File: src/rtl/bus_pkg.sv
// bus_pkg: state encoding, default sizes and index widths
// shared by the bus arbiter and its round-robin picker.
package bus_pkg;

   typedef enum logic [1:0] {
      IDLE   = 2'd0,
      OWN    = 2'd1,
      LEND   = 2'd2,
      RETURN = 2'd3
   } arb_state_t;

   localparam int N_MASTERS_DEF = 2;
   localparam int N_SLAVES_DEF  = 3;
   localparam int TIMEOUT_DEF   = 64;

   function automatic int idx_w(input int n);
      return (n > 1) ? $clog2(n) : 1;
   endfunction

   localparam int MIDX_W = idx_w(N_MASTERS_DEF);
   localparam int SIDX_W = idx_w(N_SLAVES_DEF);

endpackage

File: src/rtl/counter.sv
// counter: up counter with synchronous clear and enable.
// Built only when BUS_ARB_TIMEOUT_EN is defined.
`ifdef BUS_ARB_TIMEOUT_EN
module counter #(
   parameter int WIDTH = 4
) (
   input  logic             clk_i,
   input  logic             rst_i,
   input  logic             clr_i,
   input  logic             en_i,
   output logic [WIDTH-1:0] cnt_o
);

   logic [WIDTH-1:0] cnt_q;

   always_ff @(posedge clk_i or posedge rst_i) begin
      if (rst_i)      cnt_q <= '0;
      else if (clr_i) cnt_q <= '0;
      else if (en_i)  cnt_q <= cnt_q + 1'b1;
   end

   assign cnt_o = cnt_q;

endmodule
`endif

File: src/rtl/rr_pick.sv
// rr_pick: combinational round-robin search over masked requests,
// starting at ptr_i and wrapping modulo N.
module rr_pick
   import bus_pkg::*;
#(
   parameter int N = N_MASTERS_DEF,
   parameter int W = idx_w(N)
) (
   input  logic [N-1:0] req_i,
   input  logic [N-1:0] mask_i,
   input  logic [W-1:0] ptr_i,
   output logic [W-1:0] idx_o,
   output logic         valid_o
);

   logic [N-1:0] elig;
   logic [W-1:0] cand;

   assign elig = req_i & ~mask_i;

   // Walk backwards so the candidate nearest ptr_i is written last.
   always_comb begin
      idx_o   = '0;
      valid_o = 1'b0;
      cand    = '0;
      for (int k = N - 1; k >= 0; k--) begin
         cand = W'((int'(ptr_i) + k) % N);
         if (elig[cand]) begin
            idx_o   = cand;
            valid_o = 1'b1;
         end
      end
   end

endmodule

File: src/rtl/bus_arbiter.sv
// bus_arbiter: round-robin arbiter with split parking and bus lending.
// Define BUS_ARB_TIMEOUT_EN to bound ownership to TIMEOUT cycles.
module bus_arbiter
   import bus_pkg::*;
#(
   parameter  int N_MASTERS = N_MASTERS_DEF,
   parameter  int N_SLAVES  = N_SLAVES_DEF,
   parameter  int TIMEOUT   = TIMEOUT_DEF,
   localparam int MW        = idx_w(N_MASTERS),
   localparam int SW        = idx_w(N_SLAVES)
) (
   input  logic                 CLK,
   input  logic                 RST,
   input  logic [N_MASTERS-1:0] M_BREQ,
   output logic [N_MASTERS-1:0] M_BGRANT,
   output logic [N_MASTERS-1:0] M_SPLIT,
   output logic [MW-1:0]        B_GNT_ID,
   output logic                 B_GNT_VALID,
   input  logic [SW-1:0]        B_SLV_ID,
   input  logic [N_SLAVES-1:0]  B_SBSY,
   output logic                 B_SPLIT
`ifdef BUS_ARB_TIMEOUT_EN
   ,
   output logic                 ARB_TOUT
`endif
);

   arb_state_t           state_q, state_d;
   logic [MW-1:0]        ptr_q, ptr_d;
   logic                 spl_vld_q, spl_vld_d;
   logic [MW-1:0]        spl_id_q, spl_id_d;
   logic [SW-1:0]        spl_slv_q, spl_slv_d;
   logic [N_MASTERS-1:0] gnt_q, gnt_d;
   logic [N_MASTERS-1:0] msplit_q, msplit_d;
   logic [MW-1:0]        gid_q, gid_d;
   logic                 gvld_q, gvld_d;

   logic [N_MASTERS-1:0] mask;
   logic [MW-1:0]        pick_id;
   logic                 pick_vld;
   logic                 owner_req;
   logic                 split_hit;
   logic                 abort;
   logic                 resume_ok;
   logic                 tmo;

   assign owner_req = M_BREQ[gid_q];
   assign split_hit = B_SBSY[B_SLV_ID];
   assign abort     = spl_vld_q & ~M_BREQ[spl_id_q];
   assign resume_ok = spl_vld_q & ~abort & ~B_SBSY[spl_slv_q];

   // The parked master never competes for the lent bus.
   always_comb begin
      mask           = '0;
      mask[spl_id_q] = spl_vld_q;
   end

   rr_pick #(
      .N (N_MASTERS),
      .W (MW)
   ) u_pick (
      .req_i   (M_BREQ),
      .mask_i  (mask),
      .ptr_i   (ptr_q),
      .idx_o   (pick_id),
      .valid_o (pick_vld)
   );

`ifdef BUS_ARB_TIMEOUT_EN
   localparam int CW = $clog2(TIMEOUT);
   logic [CW-1:0] own_cnt;
   logic          own_st;
   logic          new_gnt;
   logic          tout_q;

   assign own_st  = (state_q == OWN) | (state_q == LEND);
   assign new_gnt = ~gvld_q & gvld_d;
   assign tmo     = own_cnt == CW'(TIMEOUT - 1);

   counter #(
      .WIDTH (CW)
   ) u_cnt (
      .clk_i (CLK),
      .rst_i (RST),
      .clr_i (new_gnt),
      .en_i  (own_st),
      .cnt_o (own_cnt)
   );

   always_ff @(posedge CLK or posedge RST) begin
      if (RST) tout_q <= 1'b0;
      else     tout_q <= own_st & owner_req & tmo;
   end

   assign ARB_TOUT = tout_q;
`else
   assign tmo = 1'b0;
`endif

   always_ff @(posedge CLK or posedge RST) begin
      if (RST) state_q <= IDLE;
      else     state_q <= state_d;
   end

   always_comb begin
      state_d = state_q;
      unique case (state_q)
         IDLE: begin
            if (resume_ok) begin
               state_d = RETURN;
            end else if (pick_vld) begin
               if (spl_vld_q & ~abort) state_d = LEND;
               else                    state_d = OWN;
            end
         end
         OWN: begin
            if (~owner_req | tmo | split_hit) state_d = IDLE;
         end
         LEND: begin
            if (~owner_req) begin
               if (resume_ok) state_d = RETURN;
               else           state_d = IDLE;
            end else if (tmo) begin
               state_d = IDLE;
            end else if (abort) begin
               state_d = OWN;
            end
         end
         RETURN: begin
            if (abort) state_d = IDLE;
            else       state_d = OWN;
         end
         default: state_d = IDLE;
      endcase
   end

   always_comb begin
      gnt_d     = gnt_q;
      gid_d     = gid_q;
      gvld_d    = gvld_q;
      ptr_d     = ptr_q;
      spl_vld_d = spl_vld_q;
      spl_id_d  = spl_id_q;
      spl_slv_d = spl_slv_q;
      msplit_d  = msplit_q;
      if (abort) begin
         spl_vld_d = 1'b0;
         spl_id_d  = '0;
         msplit_d  = '0;
      end
      unique case (state_q)
         IDLE: begin
            if (~resume_ok & pick_vld) begin
               gnt_d          = '0;
               gnt_d[pick_id] = 1'b1;
               gid_d          = pick_id;
               gvld_d         = 1'b1;
               if (pick_id == MW'(N_MASTERS - 1)) ptr_d = '0;
               else                               ptr_d = pick_id + 1'b1;
            end
         end
         OWN, LEND: begin
            if (~owner_req | tmo | (state_q == OWN & split_hit)) begin
               gnt_d  = '0;
               gid_d  = '0;
               gvld_d = 1'b0;
            end
            // Release and timeout take precedence over a split request.
            if (state_q == OWN & owner_req & ~tmo & split_hit) begin
               spl_vld_d       = 1'b1;
               spl_id_d        = gid_q;
               spl_slv_d       = B_SLV_ID;
               msplit_d        = '0;
               msplit_d[gid_q] = 1'b1;
            end
         end
         RETURN: begin
            if (~abort) begin
               gnt_d           = '0;
               gnt_d[spl_id_q] = 1'b1;
               gid_d           = spl_id_q;
               gvld_d          = 1'b1;
               spl_vld_d       = 1'b0;
               msplit_d        = '0;
            end
         end
         default: ;
      endcase
   end

   always_ff @(posedge CLK or posedge RST) begin
      if (RST) begin
         gnt_q     <= '0;
         gid_q     <= '0;
         gvld_q    <= 1'b0;
         ptr_q     <= '0;
         spl_vld_q <= 1'b0;
         spl_id_q  <= '0;
         spl_slv_q <= '0;
         msplit_q  <= '0;
      end else begin
         gnt_q     <= gnt_d;
         gid_q     <= gid_d;
         gvld_q    <= gvld_d;
         ptr_q     <= ptr_d;
         spl_vld_q <= spl_vld_d;
         spl_id_q  <= spl_id_d;
         spl_slv_q <= spl_slv_d;
         msplit_q  <= msplit_d;
      end
   end

   assign M_BGRANT    = gnt_q;
   assign M_SPLIT     = msplit_q;
   assign B_GNT_ID    = gid_q;
   assign B_GNT_VALID = gvld_q;
   assign B_SPLIT     = spl_vld_q;

endmodule

File: config.mk
export PLATFORM = sky130hd
export DESIGN_NAME = bus_arbiter
export DESIGN_NICKNAME = d
export VERILOG_FILES = /design/src/rtl/bus_pkg.sv /design/src/rtl/counter.sv /design/src/rtl/rr_pick.sv /design/src/rtl/bus_arbiter.sv
export SDC_FILE = /design/constraint.sdc
export NUM_CORES = 1
export LEC_CHECK = 0
export CAP_MARGIN = 15
export CORE_MARGIN = 1
export CORE_UTILIZATION = 40
export DETAILED_ROUTE_END_ITERATION = 16
export DONT_BUFFER_PORTS = 1
export PLACE_DENSITY_LB_ADDON = 0.12
export SETUP_SLACK_MARGIN = 0.15
export SLEW_MARGIN = 0
export SYNTH_ARGS = -nofsm -noshare
export SYNTH_HDL_FRONTEND = slang
export SYNTH_SLANG_ARGS = --single-unit
File: constraint.sdc
create_clock -name CLK -period 1.92 [get_ports CLK]
set_input_delay 0.192 -clock CLK [delete_from_list [all_inputs] [get_ports CLK]]
set_output_delay 0.192 -clock CLK [all_outputs]
set_load 0.01 [all_outputs]
==> results.tsv <==
stage	metric	value	unit
run_status	outcome	finished clean	
synthesis	EDFF count, synth	0	
layout	most common cell after layout, fill and taps aside	dfrtp_1	
clock_network	clk_lat worst skew	280	ps
synthesis	Synth cell types	34	
setup_path	Crit path max-delay family	compound AO/OA/AOI/OAI gates	
floorplanning	Chip Height	48.1	um
timing	Final min period	1760	ps
placed_design	pre-CTS WS	87.6	ps
timing	period utilization	91.6	%
timing	Max-slew headroom	70.3	%
setup_path	Crit. path cell count	5	
setup_path	Worst Path Arrival	1920	ps
floorplanning	initial core utilization	42.9	%
floorplanning	core area	0.00198	mm^2
job	total of max-cap violations	0	
routing	number of nets with antenna violations after routing	0	
setup_path	Critical Path Sink Type	flip-flop	
power_and_ir_drop	Pleak	0.433	nW
global_route	initial antenna violation count	0	
floorplanning	Die Wd	48.1	um
timing	setup TNS	0	ps
synthesis	Net Count, Synth	101	
routing	DRC	0	
worst_hold_path	Hold Crit Depth	1	
global_route	GRT Total Usage	18.5	%
placed_design	Detailed Place HPWL	1370	um
synthesis	share of the synthesized area in the top cell type	35.3	%
timing	max-slew violation count	0	
timing	Final Setup Violations	0	
synthesis	Yosys warning total	0	
clock_network	htree depth	1	
synthesis	largest cells by area after synthesis	dfrtp_1 (35%), mux2_2 (8.0%), ha_1 (5.9%)	
clock_network	Longest Clk Path Bufs	2	
placed_design	GP Congestion	0.802	
timing	Slew @ Worst Pin	446	ps
routing	DRT iter0 DRCs	11	
routing	vias per cell	5.52	
layout	ANT cells	0	
global_route	first-pass GRT wire length	2880	um
routing	Vias	679	
layout	area delta synth->final	12.8	%
setup_path	CP required	2080	ps
placed_design	port buffer count	0	
synthesis	asr flop ratio synth	100	%
worst_hold_path	HP Class	in -> reg	
timing	Achievable Freq	569	MHz
clock_network	clk sinks	12	
synthesis	post-synthesis sequential area ratio	35.3	%
routing	Avg WL per Cell	14.3	um
clock_network	CTS tree	yes	
timing	Final Hold Violating Endpoints	0	
layout	Nets	111	
layout	commonest cells after routing, fill and taps aside	dfrtp_1 (10), inv_1 (9), nand2_1 (8), o21ai_0 (7), buf_4 (7)	
placed_design	Placed Cells incl. Taps	118	
routing	Pre-antenna DRT Iters	4	
global_route	largest net degree at the start of global routing	13	
timing	RSZ-0062 raised after global routing	yes	
power_and_ir_drop	worst vdd ir	0.649	mV
layout	share of cells above drive strength 1	29.2	%
setup_path	WS Path Type	reg -> reg	
setup_path	Crit-path slowest cell	dfrtp_2	
synthesis	Yosys top cell by area	dfrtp_1	
global_route	total gr overflow	0	
layout	number of fill cells	191	
power_and_ir_drop	pwr dens	1340	mW/mm^2
clock_network	Num CTS Buffers	3	
power_and_ir_drop	Pwr Total	0.00129	W
floorplanning	row cnt	16	
synthesis	synthesized instance count	88	
floorplanning	Die Area	0.00231	mm^2
synthesis	dominant synthesized flop cell	dfrtp_1	
clock_network	clk root buf	clkbuf_4	
floorplanning	IO Pins	16	
layout	Final Non-Filler Cells	123	
synthesis	synthesized area	850	um^2
setup_path	worst r2r path cells	5	
global_route	vias in the first global route	662	
timing	final worst slack	161	ps
setup_path	Critical Path Start Type	flip-flop	
timing	Setup Skew	2.52	ps
synthesis	FF+latch count, synth	12	
clock_network	Worst-path clk slew	70	ps
routing	WL final	1760	um
timing	Final Hold Slack	65.2	ps
setup_path	crit path buf inv count	0	
setup_path	crit-path max FO	6	
setup_path	CP Cell Sequence	a21boi_2 -> o2bb2ai_2 -> a41o_1 -> a221o_2 -> mux2_1	
synthesis	syn avg cell area	9.65	um^2
setup_path	max incr delay on CP	460	ps
[area by class of cell]
cell class	count	area, um^2	share of cell area (%)
Clock buffer	3	22.5	2.35
Inverter	9	33.8	3.52
Multi-Input combinational cell	64	503	52.5
Sequential cell	12	303	31.6
Tap cell	27	33.8	3.52
Timing Repair Buffer	8	62.6	6.53
[Yosys cell counts, drive strengths merged (2+ instances only)]
cell type,instances
dfrtp,12
mux2,10
inv,9
nand2,8
o21ai,7
a21oi,5
ha,4
buf,3
nor2,3
a31oi,2
mux2i,2
nand2b,2
nand4,2
o22ai,2
o2bb2ai,2
[logic make-up after synthesis]
family	Yosys count	share of synthesized area, %
AO/OA/AOI/OAI	26	22.1
adder cells (fa/ha/maj)	4	5.89
buffers and inverters	12	7.51
flip-flops	12	35.3
multiplexers	12	16.1
AND/OR/NAND/NOR	22	13.1
[power by group]
part           switching, W  total (W)  leakage (nW)  internal (W)
clock             0.0000842   0.000157        0.0138     0.0000727
combinational      0.000337   0.000682         0.270      0.000345
sequential        0.0000934   0.000448         0.150      0.000355
[metrics by stage]
stage               utilization, %  instance area [um^2]
global placement              45.3                   898
detailed placement            45.3                   898
CTS                           47.9                   950
floorplan                        -                   850
finish                        48.4                   958
global route                  48.4                   958
[registers in the layout, indices dropped and copies added (netlist names)]
register,flops
M_SPLIT,2
ptr_q,1
M_BGRANT,2
B_SPLIT,1
spl_slv_q,2
spl_id_q,1
state_q,2
B_GNT_VALID,1
[per-layer routing]
layer | GRT usage (%) | vias to the layer above | wire (um)
li1 | - | 339 | -
met1 | 27.8 | 318 | 862
met2 | 25.9 | 18 | 776
met3 | 2.64 | 4 | 94
met4 | 8.33 | 0 | 29
met5 | 0 | - | 0
[worst paths after layout]
| path | endpoint | from | slack [ps] |
|---|---|---|---|
| worst max-delay path | M_BGRANT[1] | spl_id_q | 160 |
| worst min-delay path | spl_slv_q[0] | B_SLV_ID[0] | 70 |
| worst max register to register | M_BGRANT[1] | spl_id_q | 160 |
| worst min register to register | ptr_q | ptr_q | 500 |
| max in group asynchronous | spl_id_q | RST | 1240 |
| min in group asynchronous | M_SPLIT[1] | RST | 350 |
[timing repair]
item,4_1_cts,5_1_grt
hold buffers,1,0
hold endpoints to repair,12,0
endpoints found under the setup margin,3,6
pin swaps,3,0
cloned,0,0
resized for setup,5,2
setup buffers,1,0
(Power assumes the default switching activity.)
